--- config.mk ---
export PLATFORM = sky130hd
export DESIGN_NAME = core_wb_arbiter
export DESIGN_NICKNAME = d
export VERILOG_FILES = /design/src/rtl/core_wb_arbiter.sv
export SDC_FILE = /design/constraint.sdc
export NUM_CORES = 1
export LEC_CHECK = 0
export BUFFER_PORTS_ARGS = -buffer_cell sky130_fd_sc_hd__clkbuf_2
export CORE_UTILIZATION = 47
export CTS_BUF_LIST = sky130_fd_sc_hd__clkbuf_16
export DETAILED_ROUTE_END_ITERATION = 16
export MAX_ROUTING_LAYER = met4
export PLACE_DENSITY = 0.8
export SLEW_MARGIN = 25
export SYNTH_ARGS = -nofsm -noshare
export SYNTH_HDL_FRONTEND = slang
export SYNTH_SLANG_ARGS = --single-unit
--- constraint.sdc ---
create_clock -name clk -period 7.25 [get_ports clk]
set_input_delay 0 -clock clk [delete_from_list [all_inputs] [get_ports clk]]
set_output_delay 0 -clock clk [all_outputs]
set_load 0.01 [all_outputs]
--- src/rtl/core_wb_arbiter.sv ---
// Writeback arbiter: merges single-cycle ALU results with buffered MDU results
// onto the register-file write port and tracks in-flight MDU destinations.
module core_wb_arbiter #(
  parameter int IDX_W        = 5,
  parameter int DATA_W       = 64,
  parameter int NREGS        = 32,
  parameter int FIFO_DEPTH   = 2,
  parameter int STARVE_LIMIT = 4
) (
  input  logic              clk,
  input  logic              rst_n,
  input  logic              alu_valid,
  input  logic [IDX_W-1:0]  alu_rd,
  input  logic [DATA_W-1:0] alu_data,
  output logic              alu_stall,
  input  logic              mdu_valid,
  output logic              mdu_ready,
  input  logic [IDX_W-1:0]  mdu_rd,
  input  logic [DATA_W-1:0] mdu_data,
  input  logic              issue_valid,
  input  logic [IDX_W-1:0]  issue_rd,
  output logic [NREGS-1:0]  busy,
  output logic              rf_wen,
  output logic [IDX_W-1:0]  wr_indx,
  output logic [DATA_W-1:0] wr_data
);

  localparam int PTR_W = $clog2(FIFO_DEPTH);
  localparam int CNT_W = PTR_W + 1;
  localparam int SC_W  = $clog2(STARVE_LIMIT) + 1;

  logic [IDX_W-1:0]  rd_mem_r   [FIFO_DEPTH];
  logic [DATA_W-1:0] data_mem_r [FIFO_DEPTH];
  logic [PTR_W-1:0]  rd_ptr_r, wr_ptr_r;
  logic [CNT_W-1:0]  count_r, count_nxt_s;
  logic [SC_W-1:0]   starve_r, starve_nxt_s;
  logic              alu_stall_r, stall_nxt_s;
  logic              rf_wen_r;
  logic [IDX_W-1:0]  wr_indx_r;
  logic [DATA_W-1:0] wr_data_r;
  logic [NREGS-1:0]  busy_r, busy_nxt_s;

  logic              empty_s, full_s, enq_s, deq_s, win_s;
  logic [IDX_W-1:0]  head_rd_s, win_rd_s;
  logic [DATA_W-1:0] head_data_s, win_data_s;

  assign empty_s     = (count_r == CNT_W'(0));
  assign full_s      = (count_r == CNT_W'(FIFO_DEPTH));
  assign head_rd_s   = rd_mem_r[rd_ptr_r];
  assign head_data_s = data_mem_r[rd_ptr_r];
  // Results for x0 complete the handshake but are never buffered.
  assign enq_s       = mdu_valid && !full_s && (mdu_rd != IDX_W'(0));

  assign mdu_ready = !full_s;
  assign alu_stall = alu_stall_r;
  assign busy      = busy_r;
  assign rf_wen    = rf_wen_r;
  assign wr_indx   = wr_indx_r;
  assign wr_data   = wr_data_r;

  // Select this cycle's writeback winner.
  always_comb begin
    deq_s      = 1'b0;
    win_s      = 1'b0;
    win_rd_s   = wr_indx_r;
    win_data_s = wr_data_r;
    if (alu_stall_r) begin
      if (!empty_s) begin
        deq_s      = 1'b1;
        win_s      = 1'b1;
        win_rd_s   = head_rd_s;
        win_data_s = head_data_s;
      end else begin
        deq_s = 1'b0;
      end
    end else if (alu_valid) begin
      win_s      = 1'b1;
      win_rd_s   = alu_rd;
      win_data_s = alu_data;
    end else if (!empty_s) begin
      deq_s      = 1'b1;
      win_s      = 1'b1;
      win_rd_s   = head_rd_s;
      win_data_s = head_data_s;
    end else begin
      win_s = 1'b0;
    end
  end

  // Starvation tracking: a head that loses STARVE_LIMIT times forces one stall cycle.
  always_comb begin
    stall_nxt_s  = 1'b0;
    starve_nxt_s = starve_r;
    if (empty_s || deq_s) begin
      starve_nxt_s = SC_W'(0);
    end else if (starve_r == SC_W'(STARVE_LIMIT - 1)) begin
      stall_nxt_s  = 1'b1;
      starve_nxt_s = SC_W'(0);
    end else begin
      starve_nxt_s = starve_r + SC_W'(1);
    end
  end

  // Occupancy and scoreboard next state; a same-cycle set beats the clear.
  always_comb begin
    count_nxt_s = count_r;
    case ({enq_s, deq_s})
      2'b10:   count_nxt_s = count_r + CNT_W'(1);
      2'b01:   count_nxt_s = count_r - CNT_W'(1);
      default: count_nxt_s = count_r;
    endcase
    busy_nxt_s = busy_r;
    if (deq_s) begin
      busy_nxt_s[head_rd_s] = 1'b0;
    end else begin
      busy_nxt_s = busy_r;
    end
    if (issue_valid && (issue_rd != IDX_W'(0))) begin
      busy_nxt_s[issue_rd] = 1'b1;
    end else begin
      busy_nxt_s[0] = 1'b0;
    end
    busy_nxt_s[0] = 1'b0;
  end

  // FIFO storage.
  always_ff @(posedge clk) begin
    if (!rst_n) begin
      for (int i = 0; i < FIFO_DEPTH; i++) begin
        rd_mem_r[i]   <= IDX_W'(0);
        data_mem_r[i] <= DATA_W'(0);
      end
    end else if (enq_s) begin
      rd_mem_r[wr_ptr_r]   <= mdu_rd;
      data_mem_r[wr_ptr_r] <= mdu_data;
    end
  end

  // Control state and registered write port.
  always_ff @(posedge clk) begin
    if (!rst_n) begin
      rd_ptr_r    <= PTR_W'(0);
      wr_ptr_r    <= PTR_W'(0);
      count_r     <= CNT_W'(0);
      starve_r    <= SC_W'(0);
      alu_stall_r <= 1'b0;
      rf_wen_r    <= 1'b0;
      wr_indx_r   <= IDX_W'(0);
      wr_data_r   <= DATA_W'(0);
      busy_r      <= NREGS'(0);
    end else begin
      if (enq_s) wr_ptr_r <= wr_ptr_r + PTR_W'(1);
      if (deq_s) rd_ptr_r <= rd_ptr_r + PTR_W'(1);
      count_r     <= count_nxt_s;
      starve_r    <= starve_nxt_s;
      alu_stall_r <= stall_nxt_s;
      rf_wen_r    <= win_s && (win_rd_s != IDX_W'(0));
      wr_indx_r   <= win_rd_s;
      wr_data_r   <= win_data_s;
      busy_r      <= busy_nxt_s;
    end
  end

endmodule

==> flow_summary.toml <==
[placement]
dp.final_hpwl_mm = 16.4
dp.cells = 1438
pre_cts_ws_ps = 4560
place.gp.congestion = 0.863
port_buffers = 250

[routing]
ant_nets = 0
viasPerCell = 5.32
drc = 0
first_iter_violations = 526
routed_wl_mm = 28.3
vias = 8733
dr.pass1.iters = 5
route.detailed.wl_per_inst_um = 17.2

[logic_synthesis]
synth_cells = 969
synth_edf_count = 138
synth-seq-area-share_pct = 60.3
avgSynthCellArea_um2 = 10.9
synthArstFlopShare_pct = 0
ys_types = 39
yosysTopAreaCell = "edfxtp_1"
synth-xor-area-share_pct = 0.333
yosysTopAreaCellShare_pct = 39.4
yosys_warnings = 0
synthMuxAreaShare_pct = 6.78
ys_ff_latch = 248
synth_top_flop_cell = "edfxtp_1"
yosys-top-cells-area = "edfxtp_1 39%, dfxtp_1 21%, and2_1 8.1%"
synth-simple-area-share_pct = 17.1
synth_fp_nets = 1120
synth_top_family_by_area = "simple AND/OR/NAND/NOR gates"
synth_fa_ha_area_share_pct = 0.357
synth-compound-area-share_pct = 11.7
synth_area_um2 = 10500

[die]
io_pins = 252
core_um2 = 21900
start_util_pct = 48.1
fp.dieW_um = 152
row_count = 54
dieHeight_um = 152
dieArea_um2 = 23000

[critical_path]
crit_path_end_kind = "register"
critical_path_peak_fanout = 89
worstPathRequired_ps = 7600
crit_arrival_ps = 2930
worstReg2RegEnd = "wr_data[48]$_SDFF_PN0_"
ff2ff_setup_slack_ps = 4670
r2r_cells = 5
r2r-start = "count_r[0]$_SDFFE_PN0P_"
start_kind = "register"
worst-setup-path-type = "reg2reg"

[power]
p_sw_w = 0.00141
pwr_density_cell_nw_per_um2 = 303
p_leak_nw = 5.80
clockPowerShare_pct = 28.4
comb_power_share_pct = 29.1
p_seq_share_pct = 42.5
p_int_w = 0.00293
vdd_drop_max_v = 0.000172
p_sw_share_pct = 32.4

[global_route]
grt_max_degree = 107
grt_pass1_vias = 8682
antenna_found_initial = 1
track_usage_pct = 25.2
grt_pass1_wl_mm = 43.6
grt_overflow = 0

[cts]
cts.reportedPaths.clkPinSlew_ps = 60
cts_root_buf = "clkbuf_16"
cts_setup_buffers = 0
hold_buffers = 155
numCtsBuffers = 26
clkSinkCount = 248
cts_resized = 0
clock_latency_ps = 520
clk_path_buf_depth = 3
h-tree-depth = 1
cts_tree = "yes"

[timing]
finalSetupViolCount = 0
fin_crit_sh_pct = 35.5
setup_slack_ps = 4670
timing.final.crit_period_ps = 2580
fmax_ghz = 0.388
setup-tns-final_ps = 0
worstMarginPinSlew_ps = 965
final_hold_viol_count = 0
slew_headroom_pct = 35.6
finalMaxSlewViolations = 0
rsz0062_at_grt = "false"
fin_skew_ps = 13.0

[finish]
multi_input_area_um2 = 3860
mostFrequentLayoutCells = "250 x clkbuf_2, 162 x nand2_1, 155 x dlygate4sd3_1"
nNetsFinal = 1493
ff_latch_area_um2 = 6350
drive_above_1_share_pct = 22.6
syn_to_final_growth_pct = 36.0
fill_cells = 1642
final_core_util_pct = 65.4
layout_commonest_cell = "clkbuf_2"
fin_cells = 1642

[status]
run_status = "finished, final reports clean"

[min_path]
hold_class = "in2reg"
hold_path_depth = 4
hp-start = "alu_valid"
min_to = "rf_wen$_SDFF_PN0_"

[run]
drv_cap = 0
==> stage by stage <==
| step | total power (W) | hold WS, ps | cell area [um^2] |
|---|---|---|---|
| floorplan | 0.00271 | 118 | 10500 |
| global placement | 0.00300 | 224 | 11900 |
| global route | 0.00456 | 92.8 | 14300 |
| finish | 0.00434 | 80.0 | 14300 |
| detailed placement | 0.00305 | 228 | 12000 |
| CTS | 0.00434 | 46.0 | 14300 |
==> power groups by stage <==
stage | combinational (W) | sequential (W) | clock (W)
detailed placement | 0.00118 | 0.00187 | 0
CTS | 0.00125 | 0.00184 | 0.00124
floorplan | 0.000816 | 0.00189 | 0
finish | 0.00126 | 0.00185 | 0.00123
global placement | 0.00114 | 0.00186 | 0
global route | 0.00138 | 0.00187 | 0.00131
==> cell type report <==
| type | count | share of cell area (%) |
|---|---|---|
| diodes | 1 | 0.0175 |
| clock buffers | 27 | 4.72 |
| clock inverters | 20 | 0.743 |
| inverters | 4 | 0.114 |
| multi-input cells | 644 | 27.0 |
| flip-flops and latches | 248 | 44.4 |
| well taps | 280 | 2.45 |
| repair buffers | 418 | 20.6 |
==> critical path, cell delays in order (launching register included) <==
cell and delay, ps:
dfxtp_1 530, or2_4 540, buf_4 760, nand2_1 150
o211ai_1 140, a21oi_1 110
==> state kept, by name, summed over array words and instances (netlist names), named ones only <==
name        flops
count_r         2
rd_mem_r       10
wr_ptr_r        1
rd_ptr_r        1
wr_data        64
rf_wen          1
data_mem_r    128
starve_r        3
alu_stall       1
busy           31
wr_indx         5
==> per-layer routing <==
metal | GRT usage [%] | share of wire (%)
met3 | 3.41 | 6.1
met4 | 10.9 | 3.6
met5 | - | 0
met2 | 42.6 | 50
met1 | 30.1 | 41
==> cells by family (layout without fill, tap and decap cells) <==
logic type,Yosys count,count (layout)
other,1,2
adders and majority gates,3,3
and+or+nand+nor,357,357
muxes,71,71
DFF,248,248
AOI/OAI and AO/OA,208,208
xor gates and xnor gates,4,4
buffers and inverters,77,469
==> how the worst max path moves through the flow <==
stage                                      endpoint                    start  cells past startpoint
floorplan            data_mem_r[0][0]$_SDFFCE_PN0P_  count_r[0]$_SDFFE_PN0P_                      4
global placement    data_mem_r[1][49]$_SDFFCE_PN0P_  count_r[0]$_SDFFE_PN0P_                      4
detailed placement  data_mem_r[0][28]$_SDFFCE_PN0P_  count_r[0]$_SDFFE_PN0P_                      5
CTS                 data_mem_r[0][28]$_SDFFCE_PN0P_  count_r[0]$_SDFFE_PN0P_                      5
global route                 wr_data[63]$_SDFF_PN0_  count_r[0]$_SDFFE_PN0P_                      5
finish                       wr_data[48]$_SDFF_PN0_  count_r[0]$_SDFFE_PN0P_                      5
==> synthesized netlist by cell type (4+ instances only) <==
| cell type | number |
|---|---|
| a211oi_1 | 5 |
| a21oi_1 | 101 |
| and2_1 | 137 |
| buf_1 | 7 |
| buf_2 | 18 |
| buf_6 | 4 |
| clkbuf_1 | 42 |
| dfxtp_1 | 110 |
| edfxtp_1 | 138 |
| mux2i_1 | 69 |
| nand2_1 | 162 |
| nand2b_1 | 5 |
| nand3_1 | 4 |
| nor2_1 | 21 |
| nor3_1 | 7 |
| o211ai_1 | 64 |
| o21ai_0 | 34 |
| or3_1 | 5 |
Note: power is estimated with default switching activity, not from simulation.
